### config.mk
export PLATFORM = sky130hd
export DESIGN_NAME = fetch_exec_unit
export DESIGN_NICKNAME = d
export VERILOG_FILES = /design/src/rtl/fetch_exec_unit.sv
export SDC_FILE = /design/constraint.sdc
export NUM_CORES = 1
export LEC_CHECK = 0
export CORE_MARGIN = 3
export CORE_UTILIZATION = 54
export DETAILED_ROUTE_END_ITERATION = 10
export HOLD_SLACK_MARGIN = 0.1
export PLACE_DENSITY = 0.81
export SKIP_CTS_REPAIR_TIMING = 1
export SLEW_MARGIN = 20
export SYNTH_ARGS = -nofsm -noshare
export SYNTH_HDL_FRONTEND = slang
export SYNTH_SLANG_ARGS = --single-unit
### constraint.sdc
create_clock -name clk -period 3.35 [get_ports clk]
set_input_delay 1.005 -clock clk [delete_from_list [all_inputs] [get_ports clk]]
set_output_delay 1.005 -clock clk [all_outputs]
set_load 0.01 [all_outputs]
### src/rtl/fetch_exec_unit.sv
// Fetch/execute datapath for a tiny 8-bit accumulator machine. The external
// controller sequences it through cs; this block owns pc, acc, flags and the output port.
module fetch_exec_unit (
  input  logic       clk,
  input  logic       reset,
  input  logic [2:0] cs,
  input  logic [7:0] mem_rdata,
  output logic [7:0] mem_addr,
  output logic [7:0] pc,
  output logic [7:0] acc,
  output logic       zf,
  output logic       cf,
  output logic [7:0] out_data,
  output logic       out_valid,
  output logic       cont,
  output logic       halt,
  output logic       err
);

  localparam logic [2:0] CS_IDLE   = 3'b000;
  localparam logic [2:0] CS_FETCHA = 3'b001;
  localparam logic [2:0] CS_FETCHB = 3'b010;
  localparam logic [2:0] CS_EXECA  = 3'b011;
  localparam logic [2:0] CS_EXECB  = 3'b100;

  localparam logic [3:0] OP_NOP  = 4'h0;
  localparam logic [3:0] OP_LDI  = 4'h1;
  localparam logic [3:0] OP_ADD  = 4'h2;
  localparam logic [3:0] OP_SUB  = 4'h3;
  localparam logic [3:0] OP_AND  = 4'h4;
  localparam logic [3:0] OP_XOR  = 4'h5;
  localparam logic [3:0] OP_JMP  = 4'h6;
  localparam logic [3:0] OP_OUT  = 4'h7;
  localparam logic [3:0] OP_HALT = 4'hF;

  // Nine-bit add/subtract; bit 8 is the carry (add) or borrow (subtract).
  function automatic logic [8:0] add9(input logic [7:0] a, input logic [7:0] b);
    add9 = {1'b0, a} + {1'b0, b};
  endfunction

  function automatic logic [8:0] sub9(input logic [7:0] a, input logic [7:0] b);
    sub9 = {1'b0, a} - {1'b0, b};
  endfunction

  logic [7:0] pc_q, pc_d;
  // Only the instruction-class nibble of the opcode byte affects behaviour.
  logic [3:0] opcode_q, opcode_d;
  logic [7:0] operand_q, operand_d;
  logic [7:0] acc_q, acc_d;
  logic       zf_q, zf_d;
  logic       cf_q, cf_d;
  logic [7:0] out_data_q, out_data_d;
  logic       out_valid_q, out_valid_d;
  logic       err_q, err_d;
  logic [8:0] alu_s;

  // Next-state logic for every architectural register, keyed on controller state.
  always_comb begin
    pc_d        = pc_q;
    opcode_d    = opcode_q;
    operand_d   = operand_q;
    acc_d       = acc_q;
    zf_d        = zf_q;
    cf_d        = cf_q;
    out_data_d  = out_data_q;
    out_valid_d = 1'b0;
    err_d       = err_q;
    alu_s       = 9'd0;
    case (cs)
      CS_IDLE: begin
        pc_d = pc_q;
      end
      CS_FETCHA: begin
        opcode_d = mem_rdata[7:4];
        pc_d     = pc_q + 8'd1;
      end
      CS_FETCHB: begin
        operand_d = mem_rdata;
        pc_d      = pc_q + 8'd1;
      end
      CS_EXECA: begin
        case (opcode_q)
          OP_NOP, OP_HALT: begin
            acc_d = acc_q;
          end
          OP_LDI: begin
            acc_d = operand_q;
            zf_d  = (operand_q == 8'h00);
          end
          OP_ADD: begin
            alu_s = add9(acc_q, operand_q);
            acc_d = alu_s[7:0];
            cf_d  = alu_s[8];
            zf_d  = (alu_s[7:0] == 8'h00);
          end
          OP_SUB: begin
            alu_s = sub9(acc_q, operand_q);
            acc_d = alu_s[7:0];
            cf_d  = alu_s[8];
            zf_d  = (alu_s[7:0] == 8'h00);
          end
          OP_AND: begin
            acc_d = acc_q & operand_q;
            zf_d  = ((acc_q & operand_q) == 8'h00);
          end
          OP_XOR: begin
            acc_d = acc_q ^ operand_q;
            zf_d  = ((acc_q ^ operand_q) == 8'h00);
          end
          OP_JMP: begin
            pc_d = operand_q;
          end
          OP_OUT: begin
            // First half of OUT pre-adds the operand; flags deliberately untouched.
            alu_s = add9(acc_q, operand_q);
            acc_d = alu_s[7:0];
          end
          default: begin
            err_d = 1'b1;
          end
        endcase
      end
      CS_EXECB: begin
        if (opcode_q == OP_OUT) begin
          out_data_d  = acc_q;
          out_valid_d = 1'b1;
        end else begin
          err_d = 1'b1;
        end
      end
      default: begin
        err_d = 1'b1;
      end
    endcase
  end

  // Architectural state registers with immediate reset.
  always_ff @(posedge clk or negedge reset) begin
    if (!reset) begin
      pc_q        <= 8'h00;
      opcode_q    <= 4'h0;
      operand_q   <= 8'h00;
      acc_q       <= 8'h00;
      zf_q        <= 1'b1;
      cf_q        <= 1'b0;
      out_data_q  <= 8'h00;
      out_valid_q <= 1'b0;
      err_q       <= 1'b0;
    end else begin
      pc_q        <= pc_d;
      opcode_q    <= opcode_d;
      operand_q   <= operand_d;
      acc_q       <= acc_d;
      zf_q        <= zf_d;
      cf_q        <= cf_d;
      out_data_q  <= out_data_d;
      out_valid_q <= out_valid_d;
      err_q       <= err_d;
    end
  end

  assign mem_addr  = pc_q;
  assign pc        = pc_q;
  assign acc       = acc_q;
  assign zf        = zf_q;
  assign cf        = cf_q;
  assign out_data  = out_data_q;
  assign out_valid = out_valid_q;
  assign err       = err_q;

  // Controller feedback is combinational so the controller can branch in the same cycle.
  assign cont = (cs == CS_EXECA) && (opcode_q == OP_OUT);
  assign halt = (cs == CS_EXECA) && (opcode_q == OP_HALT);

endmodule

* Word level (Yosys, flattened, before mapping)
Index checks and enable logic that the tools add are counted.
Widths: inputs -> output; s select.
** Word-level totals
- Flip-flop bits (word level) :: 40
- Bits in latches :: 0
- Bits in writable memories :: 0
- ROM bits :: 0
- Input port bits :: 13
- Output and inout port bits :: 38
- Word-level logic and storage cells :: 63
- Memories kept :: 0
** Operators by class
- Add/subtract/negate cells :: 3
- Multipliers :: 0
- Divide/modulo/power cells :: 0
- Order comparisons :: 0
- Equal/unequal tests :: 15
- Shifts and indexed selects :: 0
- Muxes and demuxes :: 10
- Bitwise operators :: 3
- Reductions and logical operators :: 23
** Operators by type and width (count)
- $logic_not 8->1 :: 5
- $pmux 8 s5 :: 1
- $eq 4x3->1 const B :: 4
- $pmux 8 s2 :: 1
- $reduce_and 2->1 :: 5
- $reduce_bool 5->1 :: 2
- $add 8x8->9 :: 1
- $reduce_or 9->1 :: 1
- $sub 8x8->9 :: 1
- $add 8x1->8 const B :: 1
- $and 8x8->8 :: 1
- $eq 4x2->1 const B :: 2
- $mux 8 :: 1
- $xor 8x8->8 :: 1
- $eq 3x2->1 const B :: 2
- $pmux 1 s5 :: 1
- $eq 4x1->1 const B :: 1
- $eq 4x4->1 const B :: 1
- $logic_not 4->1 :: 1
- $mux 1 :: 4
- $ne 2x2->1 const B :: 2
- $reduce_bool 2->1 :: 2
- $reduce_or 2->1 :: 2
- $eq 3x1->1 const B :: 1
- 9 further kinds :: 10

* Longest topological paths before layout
Gate-level depths: netlist (run 1).
- Depth in word-level cells :: 4
- Mapped depth :: 9
- Gate-level depth less buffers :: 9

* Least setup slack after synthesis (run 1)
OpenSTA, ideal clock, no wires.
- Path kind :: input to output
- Start :: input cs[2]
- End :: output cont
- Data arrival time :: 1.825 ns
- Data required time :: 2.345 ns
- Setup slack :: 0.520 ns
- Stages on the path :: 4
- Buffers on the path :: 2
- Cells stage by stage :: nand3b_1 -> clkbuf_1 -> clkbuf_1 -> nor3_1
** Between the ends
- Longest elaborated chain between the ends :: 2
** RTL lines
- start, declared :: line 6 : input logic [2:0] cs,
- $eq 3x2->1 :: line 172 : assign cont = (cs == CS_EXECA) && (opcode_q == OP_OUT);
- $logic_and 1x1->1 :: line 172
- end, declared :: line 15 : output logic cont,
Every way passes these cells.

* Worst setup path in the final report (run 1)
- Start :: input cs[2]
- End :: output halt
** Between the ends
- Longest elaborated chain between the ends :: 2
** RTL lines
- $eq 3x2->1 :: line 173 : assign halt = (cs == CS_EXECA) && (opcode_q == OP_HALT);
- $logic_and 1x1->1 :: line 173
- end, declared :: line 16 : output logic halt,
Every way passes these cells.

==> results of run 1 <==
==> routing by layer <==
metal | routed length, µm | global-route usage
met3 | 819 | 0.05373
met5 | 0 | 0
met4 | 172 | 0.06811
met1 | 3881 | 0.4099
met2 | 4245 | 0.4601
==> power breakdown <==
group,switching [mW],internal [mW],leakage (nW)
combinational,1.07,0.906,1.12
sequential,0.200,0.634,0.491
clock,0.181,0.244,0.0614
total,1.45,1.78,1.67
==> final timing paths <==
check	slack (ps)	end	cells past startpoint
worst min register to register	480	out_data[2]	2
worst max register to register	470	zf	9
min in group asynchronous	830	acc[1]	1
max in group asynchronous	1960	opcode_q[0]	1
worst min-delay path	480	out_data[2]	2
worst max-delay path	380	halt	4
==> registers in the layout (all words and copies together) (netlist names) <==
name       count
err            1
zf             1
opcode_q       4
cf             1
operand_q      8
out_valid      1
out_data       8
mem_addr       8
acc            8
==> kinds of logic after synthesis <==
kind of cell | after synthesis | synth area share
adder cells (fa/ha/maj) | 21 | 0.08999
buffers and inverters | 44 | 0.07053
flip-flops | 40 | 0.3247
AO/OA/AOI/OAI | 115 | 0.2469
multiplexers | 4 | 0.01378
XOR/XNOR | 8 | 0.02270
AND/OR/NAND/NOR | 142 | 0.2315
==> worst max-delay path, stage by stage <==
cell             delay [ps]
clkdlybuf4s50_1         430
nand3b_1                200
nor3_1                  150
dlymetal6s2s_1          180
==> layout make-up <==
| class | instances | share of cell area |
|---|---|---|
| clock buffer | 6 | 0.02201 |
| clock inverter | 2 | 0.01034 |
| inverter | 20 | 0.02001 |
| multi-input combinational | 290 | 0.4977 |
| sequential | 40 | 0.2672 |
| tap | 70 | 0.02335 |
| timing repair buffer | 63 | 0.1594 |
==> cell usage in the layout (no fill, tap or decap), types with 4 or more instances in the layout <==
cell             instances
nor3_1                   5
ha_1                    19
o22ai_1                  6
a21oi_1                 28
o21ai_1                  9
nand2_1                 65
o21ai_2                  4
a31oi_1                  5
clkdlybuf4s50_1         47
dfrtp_1                 39
nand3_1                  8
clkbuf_8                 6
o21ai_0                 21
nand2b_1                 6
nor4_1                   5
xnor2_1                  5
a22o_1                   4
inv_1                   18
o221ai_1                 6
nor2_1                  18
buf_4                   13
==> stage by stage <==
stage	worst slack, ps	hold slack [ps]
after global placement	42.90	457.1
final	377.9	481.6
after CTS	-23.13	486.0
after floorplan	520.4	512.7
after global routing	323.6	511.9
after detailed placement	-5.098	464.6
==> impl_metrics.tcl, run 1 <==
set metrics [dict create \
    n_fill_cell 436 \
    initial_core_util 0.5821 \
    numPlacedInstances 483 \
    max-slew-margin-rel 0.4027 \
    fin_skew_ps 5.365 \
    hold_path_class "flop to flop" \
    ys_ff_latch 40 \
    drive_gt1_frac 0.09026 \
    netlist_area_um2 3087 \
    core_area_um2 5303 \
    setup_viol 0 \
    drv_slew 0 \
    antenna_found_initial 0 \
    grt.overflow.total 0 \
    ir_drop_v 0.0004023 \
    dp_hpwl_mm 6.838 \
    die_x_um 81.61 \
    dpl_cell_area_um2 3625 \
    io_pins 51 \
    clockRootBuffer "clkbuf_8" \
    cts_sinks 40 \
    vias 3108 \
    fp.dieArea_um2 6659 \
    drt-total-wl_mm 9.118 \
    fmaxAchievable_mhz 336.5 \
    cts_tree "yes" \
    rsz0062_at_grt "false" \
    path_clk_slew_ps 80 \
    grt_max_degree 41 \
    wl_per_cell_um 18.57 \
    first_global_vias 2883 \
    layoutNonFillerInstCount 491 \
    synth_largest_area_cell "dfrtp_1" \
    yosys-top-cells-count "nand2_1 (65), dfrtp_1 (39), a21oi_1 (28)" \
    leakage_nw 1.669 \
    arrival_ps 1970 \
    cp_max_fo 3 \
    ys_seq_area_frac 0.3247 \
    final_util 0.7074 \
    final_nets 454 \
    ant_nets 0 \
    async_flop_share 1.000 \
    syn_area_per_cell_um2 8.253 \
    cts_buffers 5 \
    dr.pass1.iters 6 \
    synth_cells 374 \
    finalSetupTns_ps 0 \
    synth_edf_count 0 \
    synth_top_area_frac 0.3162 \
    yosysMostFrequentCell "nand2_1" \
    regArea_um2 1002 \
    first_iter_violations 417 \
    insertion_delay_ps 300 \
    std_cell_rows 26 \
    path_class "input port to output port" \
    stdcell_area_um2 3751 \
    clock_path_buffers 2 \
    cp.required_ps 2340 \
    yosysUniqueCellTypes 73 \
    min_from "out_data[2]" \
    port_buffers 50 \
    place_congestion 0.9739 \
    tightest_slew_ps 896.0 \
    multi_input_area_um2 1867 \
    min_period_over_period 0.8872 \
    grt_usage 0.2897 \
    power.density_nw_per_um2 861.3 \
    drc 0 \
    grt_pass1_wl_mm 14.65 \
    min_period_ps 2972 \
    vias_per_cell 6.330 \
    area_growth_pct 21.52 \
    worstSetupEndpointType "output port" \
    cts_max_level 2 \
    syn_nets 408 \
    cp-startpoint "cs[2]" \
    ys_warn_count 0 \
    ys.flop_type "dfrtp_1" \
    drv_cap 0 \
    synthTopCellsByArea "dfrtp_1 (32%), nand2_1 (7.9%), ha_1 (7.7%)" \
    crit_path_start_kind "input port" \
    r2r_start "operand_q[0]" \
    finalPower_mw 3.231 \
    antenna_cells 0 \
    hold_viol_final 0 \
    die_height_um 81.61 \
    status "completed" \
]
Power figures use the tool's default switching activity.
==> inputs of run 2 (changes only) <==
CTS_CLUSTER_DIAMETER = 100   (was default)
GPL_ROUTABILITY_DRIVEN = 0   (was default)
==> run 2 against run 1 <==
  * Critical path depth unchanged
  * Sequential share of layout area up 0.21 points
  * Cell area down 0.77%
  * Fmax down 0.25%
  * Count of clock-buffer cells in the layout down 1
  * Critical endpoint is now cont
==> impl_metrics.tcl, run 2 (synthesis results as in run 1) <==
set metrics [dict create \
    drv_cap 0 \
    power.density_nw_per_um2 848.5 \
    std_cell_rows 26 \
    min_period_over_period 0.8894 \
    cts_buffers 5 \
    path_clk_slew_ps 80 \
    drc 0 \
    die_x_um 81.61 \
    ant_nets 0 \
    max-slew-margin-rel 0.4181 \
    antenna_found_initial 0 \
    dr.pass1.iters 5 \
    finalSetupTns_ps 0 \
    io_pins 51 \
    final_nets 451 \
    dpl_cell_area_um2 3602 \
    drive_gt1_frac 0.08373 \
    dp_hpwl_mm 6.314 \
    initial_core_util 0.5821 \
    grt_usage 0.2680 \
    grt_pass1_wl_mm 13.67 \
    cp_max_fo 3 \
    fp.dieArea_um2 6659 \
    layout_commonest_cell "nand2_1" \
    timing.final.ws_setup_ps 370.4 \
    vias 3049 \
    vias_per_cell 6.248 \
    cts_sinks 40 \
    rsz0062_at_grt "false" \
    first_global_vias 2846 \
    cts_tree "yes" \
    core_area_um2 5303 \
    status "completed" \
    dp_worst_setup_slack_ps -15.67 \
    stdcell_area_um2 3722 \
    fin_skew_ps 2.671 \
    antenna_cells 0 \
    hold_viol_final 0 \
    area_growth_pct 20.59 \
    insertion_delay_ps 300 \
    cts_max_level 2 \
    drt-total-wl_mm 8.385 \
    port_buffers 50 \
    final_util 0.7020 \
    grt_max_degree 41 \
    min_period_ps 2980 \
    leakage_nw 1.648 \
    cp.required_ps 2340 \
    die_height_um 81.61 \
    worstSetupEndpointType "output port" \
    setup_viol 0 \
    finalPower_mw 3.158 \
    tightest_slew_ps 872.8 \
    clockRootBuffer "clkbuf_8" \
    wl_per_cell_um 17.18 \
    arrival_ps 1970 \
    first_iter_violations 294 \
    ir_drop_v 0.0004311 \
    grt.overflow.total 0 \
    hold_path_class "flop to flop" \
    clock_path_buffers 2 \
    fmaxAchievable_mhz 335.6 \
    path_class "input port to output port" \
    crit_path_start_kind "input port" \
    drv_slew 0 \
    layout_common_cells "nand2_1 (65), clkdlybuf4s50_1 (47), dfrtp_1 (39)" \
]
-- run 2: cell types whose count changed in the layout (fill, tap and decap cells not counted) --
cell        change
inv_6           +1
buf_4           -3
clkinv_4        -1
clkbuf_8        -1
clkinvlp_4      +1
-- run 2: stage by stage --
stage	hold slack, ps	instances
floorplan	512.7	374
global placement	457.3	480
detailed placement	462.5	480
CTS	482.9	488
global route	500.7	488
finish	476.5	488
-- run 2: power by group --
group / switching [mW] / internal, mW / total (mW)
clock network: 0.178 / 0.224 / 0.402
registers: 0.205 / 0.634 / 0.839
logic: 1.02 / 0.893 / 1.92
total: 1.41 / 1.75 / 3.16
-- run 2: layer usage --
layer,vias up,GRT usage,wire [µm]
met5,-,0,0
met4,0,0.09136,213
met3,21,0.06469,681
met2,153,0.4218,3875
met1,1438,0.3614,3615
li1,1437,-,-
-- run 2: worst max-delay path: stages --
cell,delay (ps)
clkdlybuf4s50_1,420
nand3b_1,210
nor3_1,160
dlymetal6s2s_1,180
-- run 2: final cells by class --
class / instances / area, µm²
clock inverters: 3 / 46.29
inverters: 20 / 75.07
well taps: 70 / 87.58
clock buffers: 5 / 68.82
repair buffers: 60 / 575.6
multi-input cells: 290 / 1867
flip-flops and latches: 40 / 1002
fillers: 421 / 1580
-- run 2: final timing paths --
check | from | end | slack (ps) | depth (start not counted)
min reg2reg | out_data[7] | out_data[7] | 480 | 2
min | out_data[7] | out_data[7] | 480 | 2
min in group asynchronous | reset | out_data[5] | 820 | 1
max reg2reg | operand_q[0] | acc[6] | 540 | 8
max in group asynchronous | reset | acc[7] | 1990 | 1
max | cs[2] | cont | 370 | 4
==> inputs of run 3 (changes only) <==
CTS_CLUSTER_DIAMETER = default   (was 100)
==> results of run 3 <==
Same layout as run 2: the final DEF is identical, and so are final timing and power.
